--- src/rtl/mips_mc_pkg.sv ---
// mips_mc_pkg: shared definitions for the multicycle MIPS controller.
// Holds the FSM state encoding, the supported opcodes, and the encodings
// of the ALU source-B, ALU operation and PC source multiplexer selects.
package mips_mc_pkg;

    typedef enum logic [3:0] {
        S_FETCH    = 4'd0,
        S_DECODE   = 4'd1,
        S_MEMADR   = 4'd2,
        S_MEMRD    = 4'd3,
        S_MEMWB    = 4'd4,
        S_MEMWR    = 4'd5,
        S_EXECUTE  = 4'd6,
        S_ALUWB    = 4'd7,
        S_BRANCH   = 4'd8,
        S_ADDIEXEC = 4'd9,
        S_ADDIWB   = 4'd10,
        S_JUMP     = 4'd11
    } state_t;

    localparam logic [5:0] OP_RTYPE = 6'b000000;
    localparam logic [5:0] OP_J     = 6'b000010;
    localparam logic [5:0] OP_BEQ   = 6'b000100;
    localparam logic [5:0] OP_ADDI  = 6'b001000;
    localparam logic [5:0] OP_LW    = 6'b100011;
    localparam logic [5:0] OP_SW    = 6'b101011;

    localparam logic [1:0] SRCB_REG    = 2'b00;
    localparam logic [1:0] SRCB_FOUR   = 2'b01;
    localparam logic [1:0] SRCB_IMM    = 2'b10;
    localparam logic [1:0] SRCB_IMM_SH = 2'b11;

    localparam logic [1:0] ALUOP_ADD   = 2'b00;
    localparam logic [1:0] ALUOP_SUB   = 2'b01;
    localparam logic [1:0] ALUOP_FUNCT = 2'b10;

    localparam logic [1:0] PCSRC_ALU    = 2'b00;
    localparam logic [1:0] PCSRC_ALUOUT = 2'b01;
    localparam logic [1:0] PCSRC_JUMP   = 2'b10;

    // True for every opcode the controller knows how to sequence.
    function automatic logic is_legal_op(input logic [5:0] op);
        return (op == OP_RTYPE) || (op == OP_J) || (op == OP_BEQ) ||
               (op == OP_ADDI) || (op == OP_LW) || (op == OP_SW);
    endfunction

endpackage

--- src/rtl/mips_multicycle_controller_decode.sv ---
// mc_output_decode: purely combinational control-output decoder.
// Ports:
//   reset       in   forces every strobe/select to 0 while high
//   state       in   registered FSM state
//   opcode      in   IR opcode, used only for the DECODE-state illegal pulse
//   zero        in   ALU zero flag (branch PC enable)
//   mem_ready   in   memory handshake (FETCH PC/IR enables, MEMWR retire)
//   pc_en .. illegal_op  out  datapath control strobes and selects
module mc_output_decode
    import mips_mc_pkg::*;
(
    input  logic       reset,
    input  state_t     state,
    input  logic [5:0] opcode,
    input  logic       zero,
    input  logic       mem_ready,
    output logic       pc_en,
    output logic       iord,
    output logic       mem_read,
    output logic       mem_write,
    output logic       ir_write,
    output logic       reg_dst,
    output logic       mem_to_reg,
    output logic       reg_write,
    output logic       alu_src_a,
    output logic [1:0] alu_src_b,
    output logic [1:0] alu_op,
    output logic [1:0] pc_src,
    output logic       instr_done,
    output logic       illegal_op
);

    always_comb begin
        // NOTE: every output is given its inactive value before the case,
        // so no state leaves one unassigned and no latch is inferred.
        pc_en      = 1'b0;
        iord       = 1'b0;
        mem_read   = 1'b0;
        mem_write  = 1'b0;
        ir_write   = 1'b0;
        reg_dst    = 1'b0;
        mem_to_reg = 1'b0;
        reg_write  = 1'b0;
        alu_src_a  = 1'b0;
        alu_src_b  = SRCB_REG;
        alu_op     = ALUOP_ADD;
        pc_src     = PCSRC_ALU;
        instr_done = 1'b0;
        illegal_op = 1'b0;

        if (!reset) begin
            unique case (state)
                S_FETCH: begin
                    mem_read  = 1'b1;
                    alu_src_b = SRCB_FOUR;
                    ir_write  = mem_ready;
                    pc_en     = mem_ready;
                end
                S_DECODE: begin
                    alu_src_b = SRCB_IMM_SH;
                    // Only opcode-dependent outputs: an unknown opcode retires here.
                    illegal_op = !is_legal_op(opcode);
                    instr_done = !is_legal_op(opcode);
                end
                S_MEMADR: begin
                    alu_src_a = 1'b1;
                    alu_src_b = SRCB_IMM;
                end
                S_MEMRD: begin
                    iord     = 1'b1;
                    mem_read = 1'b1;
                end
                S_MEMWB: begin
                    mem_to_reg = 1'b1;
                    reg_write  = 1'b1;
                    instr_done = 1'b1;
                end
                S_MEMWR: begin
                    iord       = 1'b1;
                    mem_write  = 1'b1;
                    instr_done = mem_ready;
                end
                S_EXECUTE: begin
                    alu_src_a = 1'b1;
                    alu_op    = ALUOP_FUNCT;
                end
                S_ALUWB: begin
                    reg_dst    = 1'b1;
                    reg_write  = 1'b1;
                    instr_done = 1'b1;
                end
                S_BRANCH: begin
                    alu_src_a  = 1'b1;
                    alu_op     = ALUOP_SUB;
                    pc_src     = PCSRC_ALUOUT;
                    pc_en      = zero;
                    instr_done = 1'b1;
                end
                S_ADDIEXEC: begin
                    alu_src_a = 1'b1;
                    alu_src_b = SRCB_IMM;
                end
                S_ADDIWB: begin
                    reg_write  = 1'b1;
                    instr_done = 1'b1;
                end
                S_JUMP: begin
                    pc_src     = PCSRC_JUMP;
                    pc_en      = 1'b1;
                    instr_done = 1'b1;
                end
                default: ; // encodings 12-15: everything stays inactive
            endcase
        end
    end

endmodule

--- src/rtl/mips_multicycle_controller.sv ---
// mips_multicycle_controller: Moore control FSM for a multicycle MIPS
// datapath sharing one memory port and one ALU.
// Ports:
//   clk, reset            rising-edge clock, synchronous active-high reset
//   opcode                IR[31:26], valid from DECODE onward
//   zero, mem_ready       ALU zero flag, memory completion handshake
//   pc_en .. pc_src       datapath strobes and mux selects
//   instr_done            one-cycle retire pulse
//   illegal_op            one-cycle pulse on an unsupported opcode
//   instr_count           retired instructions (wraps), illegal ones included
//   state                 current state encoding for debug
module mips_multicycle_controller
    import mips_mc_pkg::*;
#(
    parameter int COUNT_W = 32
) (
    input  logic               clk,
    input  logic               reset,
    input  logic [5:0]         opcode,
    input  logic               zero,
    input  logic               mem_ready,
    output logic               pc_en,
    output logic               iord,
    output logic               mem_read,
    output logic               mem_write,
    output logic               ir_write,
    output logic               reg_dst,
    output logic               mem_to_reg,
    output logic               reg_write,
    output logic               alu_src_a,
    output logic [1:0]         alu_src_b,
    output logic [1:0]         alu_op,
    output logic [1:0]         pc_src,
    output logic               instr_done,
    output logic               illegal_op,
    output logic [COUNT_W-1:0] instr_count,
    output logic [3:0]         state
);

    state_t state_q;
    state_t state_d;

    always_comb begin
        state_d = S_FETCH;
        unique case (state_q)
            S_FETCH:    state_d = mem_ready ? S_DECODE : S_FETCH;
            S_DECODE: begin
                unique case (opcode)
                    OP_LW, OP_SW: state_d = S_MEMADR;
                    OP_RTYPE:     state_d = S_EXECUTE;
                    OP_BEQ:       state_d = S_BRANCH;
                    OP_ADDI:      state_d = S_ADDIEXEC;
                    OP_J:         state_d = S_JUMP;
                    default:      state_d = S_FETCH;
                endcase
            end
            S_MEMADR:   state_d = (opcode == OP_LW) ? S_MEMRD : S_MEMWR;
            S_MEMRD:    state_d = mem_ready ? S_MEMWB : S_MEMRD;
            S_MEMWR:    state_d = mem_ready ? S_FETCH : S_MEMWR;
            S_EXECUTE:  state_d = S_ALUWB;
            S_ADDIEXEC: state_d = S_ADDIWB;
            default:    state_d = S_FETCH; // retire states and 12-15
        endcase
    end

    always_ff @(posedge clk) begin
        // NOTE: non-blocking assignments, so state and counter both sample
        // the pre-edge values and update together.
        if (reset) begin
            state_q     <= S_FETCH;
            instr_count <= '0;
        end else begin
            state_q <= state_d;
            if (instr_done)
                instr_count <= instr_count + COUNT_W'(1);
        end
    end

    assign state = state_q;

    mc_output_decode u_decode (
        .reset      (reset),
        .state      (state_q),
        .opcode     (opcode),
        .zero       (zero),
        .mem_ready  (mem_ready),
        .pc_en      (pc_en),
        .iord       (iord),
        .mem_read   (mem_read),
        .mem_write  (mem_write),
        .ir_write   (ir_write),
        .reg_dst    (reg_dst),
        .mem_to_reg (mem_to_reg),
        .reg_write  (reg_write),
        .alu_src_a  (alu_src_a),
        .alu_src_b  (alu_src_b),
        .alu_op     (alu_op),
        .pc_src     (pc_src),
        .instr_done (instr_done),
        .illegal_op (illegal_op)
    );

endmodule

--- config.mk ---
export PLATFORM = sky130hd
export DESIGN_NAME = mips_multicycle_controller
export DESIGN_NICKNAME = d
export VERILOG_FILES = /design/src/rtl/mips_mc_pkg.sv /design/src/rtl/mips_multicycle_controller_decode.sv /design/src/rtl/mips_multicycle_controller.sv
export SDC_FILE = /design/constraint.sdc
export NUM_CORES = 1
export LEC_CHECK = 0
export ABC_AREA = 1
export CAP_MARGIN = 30
export CORE_ASPECT_RATIO = 1.5
export CORE_MARGIN = 2
export CORE_UTILIZATION = 25
export DETAILED_ROUTE_END_ITERATION = 8
export GPL_ROUTABILITY_DRIVEN = 0
export PLACE_DENSITY = 0.48
export SYNTH_ARGS = -nofsm -noshare
export SYNTH_HDL_FRONTEND = slang
export SYNTH_SLANG_ARGS = --single-unit
--- constraint.sdc ---
create_clock -name clk -period 1.8 [get_ports clk]
set_input_delay 0.18 -clock clk [delete_from_list [all_inputs] [get_ports clk]]
set_output_delay 0.18 -clock clk [all_outputs]
set_load 0.02 [all_outputs]
* Yosys cells after proc, flatten, opt, wreduce, memory -nomap -nowiden *
Cells that the tools add are included.

word-level totals
  register bits after elaboration = 36
  output and inout bits = 53

operators by class
  reductions and logical operators = 15
  muxes and demuxes = 34
  eq/ne operators = 16
  $add $sub $neg = 1

operator list
  cell                                                             count
  32-bit by 1-bit adder with 32-bit output, second input constant  1
  4-bit case mux with 7 select lines                               1
  1-bit two-way mux                                                21
  4-bit case mux with 5 select lines                               1
  4-bit by 3-bit == test with 1-bit output, second input constant  4
  4-bit == test, second input constant                             4
  6-bit == test, second input constant                             2
  3-bit two-way mux                                                3
  4-bit by 2-bit == test with 1-bit output, second input constant  2
  2-bit case mux with 2 select lines                               2
  2-bit OR reduction                                               4
  6-bit by 2-bit == test with 1-bit output, second input constant  1
  6-bit by 3-bit == test with 1-bit output, second input constant  1
  6-bit by 4-bit == test with 1-bit output, second input constant  1
  6-bit logical NOT                                                1
  2-bit two-way mux                                                3
  1-bit case mux with 3 select lines                               2
  2-bit case mux with 3 select lines                               1
  1-bit logical OR                                                 5
  5-bit OR reduction                                               1
  4-bit by 1-bit == test with 1-bit output, second input constant  1
  4-bit logical NOT                                                1
  4-bit OR reduction                                               1
  3-bit OR reduction                                               1
  1-bit logical NOT                                                1

* Depth between registers and ports, before layout *
  depth after elaboration = 9
  mapped depth = 12
  mapped depth without buffers = 12

* Modules after synthesis *
A second synthesis with hierarchy kept.

second synthesis, totals
  cell total of the unflattened synthesis = 427
  area total of the unflattened synthesis = 2464.9 um^2

modules (own cells, without submodules)
  module                      instances  area an instance (um^2)  cells an instance  seq. area each (um^2)
  mips_multicycle_controller  1          2145.8                   357                720.7
  mc_output_decode            1          319.1                    70                 0.0

* Least setup slack after synthesis *
OpenSTA, ideal clock, no wires.

  path type = reg-to-reg
  start = register instr_count[0]
  end = register instr_count[16]
  data arrival time = 1.685 ns
  clock period less this slack = 1.756 ns
  path slack = 0.044 ns
  stages on the path, launching flop included = 9
  required time = 1.729 ns
  library setup time = 0.071 ns
  path buffers = 0
  cell sequence = dfxtp_1 -> ha_1 -> nand2_1 -> nor2_2 -> nand2_1 -> nor2_1 -> xor2_1 -> nand3_1 -> a21oi_2

on the way
  word-level cells in the longest chain between the ends = 1

ends and longest elaborated chain
  what                                      line                              text
  from (decl)                               mips_multicycle_controller.sv:36  output logic [COUNT_W-1:0] instr_count,
  from (signal assigned)                    mips_multicycle_controller.sv:75  instr_count <= instr_count + COUNT_W'(1);
  32-bit by 1-bit adder with 32-bit output  mips_multicycle_controller.sv:75

Every way passes these cells.
A chain may end at the register's enable or synchronous reset.

* Worst setup path in the final report *
  start = register state_q[0], in the netlist state[0]
  end = output instr_done

on the way
  word-level cells in the longest chain between the ends = 4
  elaborated cells on any way between the ends = 10
  classes of those cells = 7 x eq/ne; 2 x mux; 1 x reduce/logical

ends and longest elaborated chain
  what                                                                       line                                     text
  from (decl)                                                                mips_multicycle_controller.sv:40         state_t state_q;
  from (signal assigned)                                                     mips_multicycle_controller.sv:73         state_q <= state_d;
  4-bit by 3-bit == test with 1-bit output or 4-bit == test (tied branches)  mips_multicycle_controller_decode.sv:52  unique case (state)
  5-bit OR reduction (no source line)                                        --
  1-bit case mux with 3 select lines (*)                                     mips_multicycle_controller_decode.sv:52
  1-bit two-way mux (*)                                                      mips_multicycle_controller_decode.sv:51  if (!reset) begin
  to (decl)                                                                  mips_multicycle_controller.sv:34         output logic instr_done,

Every way passes the cells marked *; elsewhere a longest branch is shown, timed or not.

==> impl_metrics.json <==
{
  "finalMaxSlewViolations": 0,
  "top_level_ports": 63,
  "required_ps": 1620,
  "cts_hold_buf": 0,
  "timing.critical_path.from_type": "flop",
  "placement_rows": 48,
  "power.density_nw_per_um2": 467,
  "worst_hold_margin_ps": 340,
  "post-place-ws_ps": -423,
  "timing.fmax_ghz": 0.574,
  "min_period_ps": 1740,
  "grt_antenna_before_repair": 0,
  "grt.overflow.total": 0,
  "port-buffer-count": 62,
  "part_of_the_yosys_area_used_for_sequential_elements_pct": 24.8,
  "ys_ff_latch": 36,
  "area_delta_synth_final_pct": 44.7,
  "hold_path_class": "input pin to flop",
  "grt_start_max_net_pins": 33,
  "drive_gt1_share_pct": 30.5,
  "floorplan.die.height_um": 136,
  "yosysUniqueCellTypes": 30,
  "path_common_cell": "nor2_4",
  "syn_inst": 451,
  "post-cts-setup-buffer-count": 0,
  "portion_of_synthesized_cell_area_occupied_by_the_leading_cell_type_pct": 24.8,
  "ys_top_cells_by_area": "dfxtp_1, nand2_1, nor2_1",
  "setup_tns_ps": 0,
  "synthArstFlopShare_pct": 0,
  "critical-path-slowest-cell": "dfxtp_2",
  "first_global_vias": 3137,
  "synth_largest_area_cell": "dfxtp_1",
  "grt_usage_pct": 15.1,
  "primary_flip_flop_cell_chosen_by_synthesis_mapping": "dfxtp_1",
  "skew_ps": 4.50,
  "drc": 0,
  "clock_latency_ps": 290,
  "cts.root.buffer_cell": "clkbuf_16",
  "via_count": 3183,
  "worstPathMaxFanout": 5,
  "power_mw": 1.96,
  "leakage_dissipation_nw": 1.61,
  "dr.pass1.iters": 4,
  "grt_most_used_layer": "met2",
  "die_area_sq_um": 12500,
  "final-setup-viol-count": 0,
  "path_cells": "inv_2 > buf_6 > nand2_8 > nor2_4 > nor2_4 > nand3_2 > nor2_4 > nand2_4 > nand2_8 > inv_4 > buf_6",
  "cp.arrival_ps": 1560,
  "antenna_cells_inserted": 0,
  "yosysMostFrequentCell": "nand2_1",
  "drt_iter0_drc": 156,
  "final_critical_path_setup_slack_ps": 58.5,
  "core-area_sq_um": 11400,
  "timing_worst_setup_path_type": "flop to primary output",
  "status": "complete, no violations",
  "met3_usage_pct": 2.44,
  "dieWidth_um": 92,
  "route.detailed.wl_per_inst_um": 13.0,
  "cts_max_path_buffers": 2,
  "critical_path.endpoint_type": "primary output",
  "syn-cell-area_sq_um": 2900,
  "grt_use_met1_pct": 16.2,
  "synth-warning-count": 0,
  "period_share_pct": 96.7,
  "drtAntennaViolNets": 0,
  "drv_cap": 0,
  "rsz0062_at_grt": "yes",
  "irDropWorstVdd_v": 0.000282,
  "number_of_enable_type_register_cells_in_the_synthesized_netlist": 0,
  "numCtsBuffers": 5,
  "start_util_pct": 25.4,
  "clkTransAtPathRegs_ps": 60,
  "global_route_wire_length_before_repair_mm": 15.0,
  "max-slew-margin-rel_pct": 75.4,
  "vias_per_inst": 4.48,
  "use_met2_pct": 28.4,
  "postSynthAreaPerCell_sq_um": 6.44,
  "slew_worst_pin_ps": 369,
  "drt_wl_total_mm": 9.25,
  "cts_tree": "done",
  "hold_viol": 0,
  "netlist_top_cells_count": "nand2_1, nor2_1, nand3_1",
  "largest_stage_delay_worst_path_ps": 350,
  "final_util_pct": 36.8,
  "cts.htree.levels": 2,
  "postSynthNetCount": 462,
  "design.final.nets": 571,
  "dp_hpwl_mm": 7.17,
  "cts_num_sinks": 36
}
-- worst max-delay path, delay by kind of cell (launching register included) --
kind,cells,cell delay [ps]
buf+inv,4,330
flops,1,350
simple gates,7,590
-- final timing paths --
kind / start / endpoint / slack [ps] / cells past startpoint
worst max-delay path: state[0]$_SDFF_PP0_ / instr_done / 60 / 11
worst min register to register: instr_count[31]$_SDFFE_PP0P_ / instr_count[31]$_SDFFE_PP0P_ / 500 / 2
worst max register to register: instr_count[0]$_SDFFE_PP0P_ / instr_count[12]$_SDFFE_PP0P_ / 160 / 9
worst min-delay path: reset / instr_count[5]$_SDFFE_PP0P_ / 340 / 3
-- registers in the layout, indices dropped and copies added, names as in the netlist --
register     cells
instr_count     32
state            4
-- per-layer routing --
layer	part of all wire (%)	wire length, um
met1	40	3730
met5	0	0
met4	3.1	286
met3	3.3	305
met2	53	4930
-- cells in the final DEF (no fill, tap or decap), types with 12 or more instances in the layout --
master and n:
nor2_2 12, nand3_1 38, dfxtp_1 32, clkdlybuf4s50_1 41, inv_1 20, nand2_2 29, buf_4 50, nand3b_1 15
nor2_1 71, a21oi_2 28, nand2_1 127
-- per-stage QoR --
| stage | instances | area [sq um] |
|---|---|---|
| 2_1_floorplan | 451 | 2900 |
| 3_3_place_gp | 703 | 3980 |
| 3_5_place_dp | 703 | 3980 |
| 4_1_cts | 711 | 4130 |
| 5_1_grt | 711 | 4200 |
| 6_report | 711 | 4200 |
-- cells by family after synthesis --
kind of cell	Yosys count	share of synthesized area [%]
buf+inv	43	8.83
xor+xnor	14	4.22
flops	36	24.8
simple gates	318	51.2
fa+ha+maj	1	0.431
compound gates	39	10.5
-- where the power goes --
part           leakage, nW  total, mW  switching, mW  internal (mW)
clock network       0.0712      0.889          0.336          0.552
registers            0.292      0.807        0.00474          0.802
logic                 1.25      0.267          0.164          0.103
total                 1.61       1.96          0.505           1.46
-- final cells by class --
type	instances	area [sq um]
clock buffer	8	146
fill	1264	7210
inverter	29	114
multi-input combinational	372	2000
sequential	36	726
tap	150	188
timing repair buffer	116	1030
-- timing repair --
item / CTS / global route
resized for setup: 44 / 43
pin swaps: 0 / 7
cloned: 0 / 0
setup endpoints to repair: 48 / 45
(Power assumes the default switching activity.)
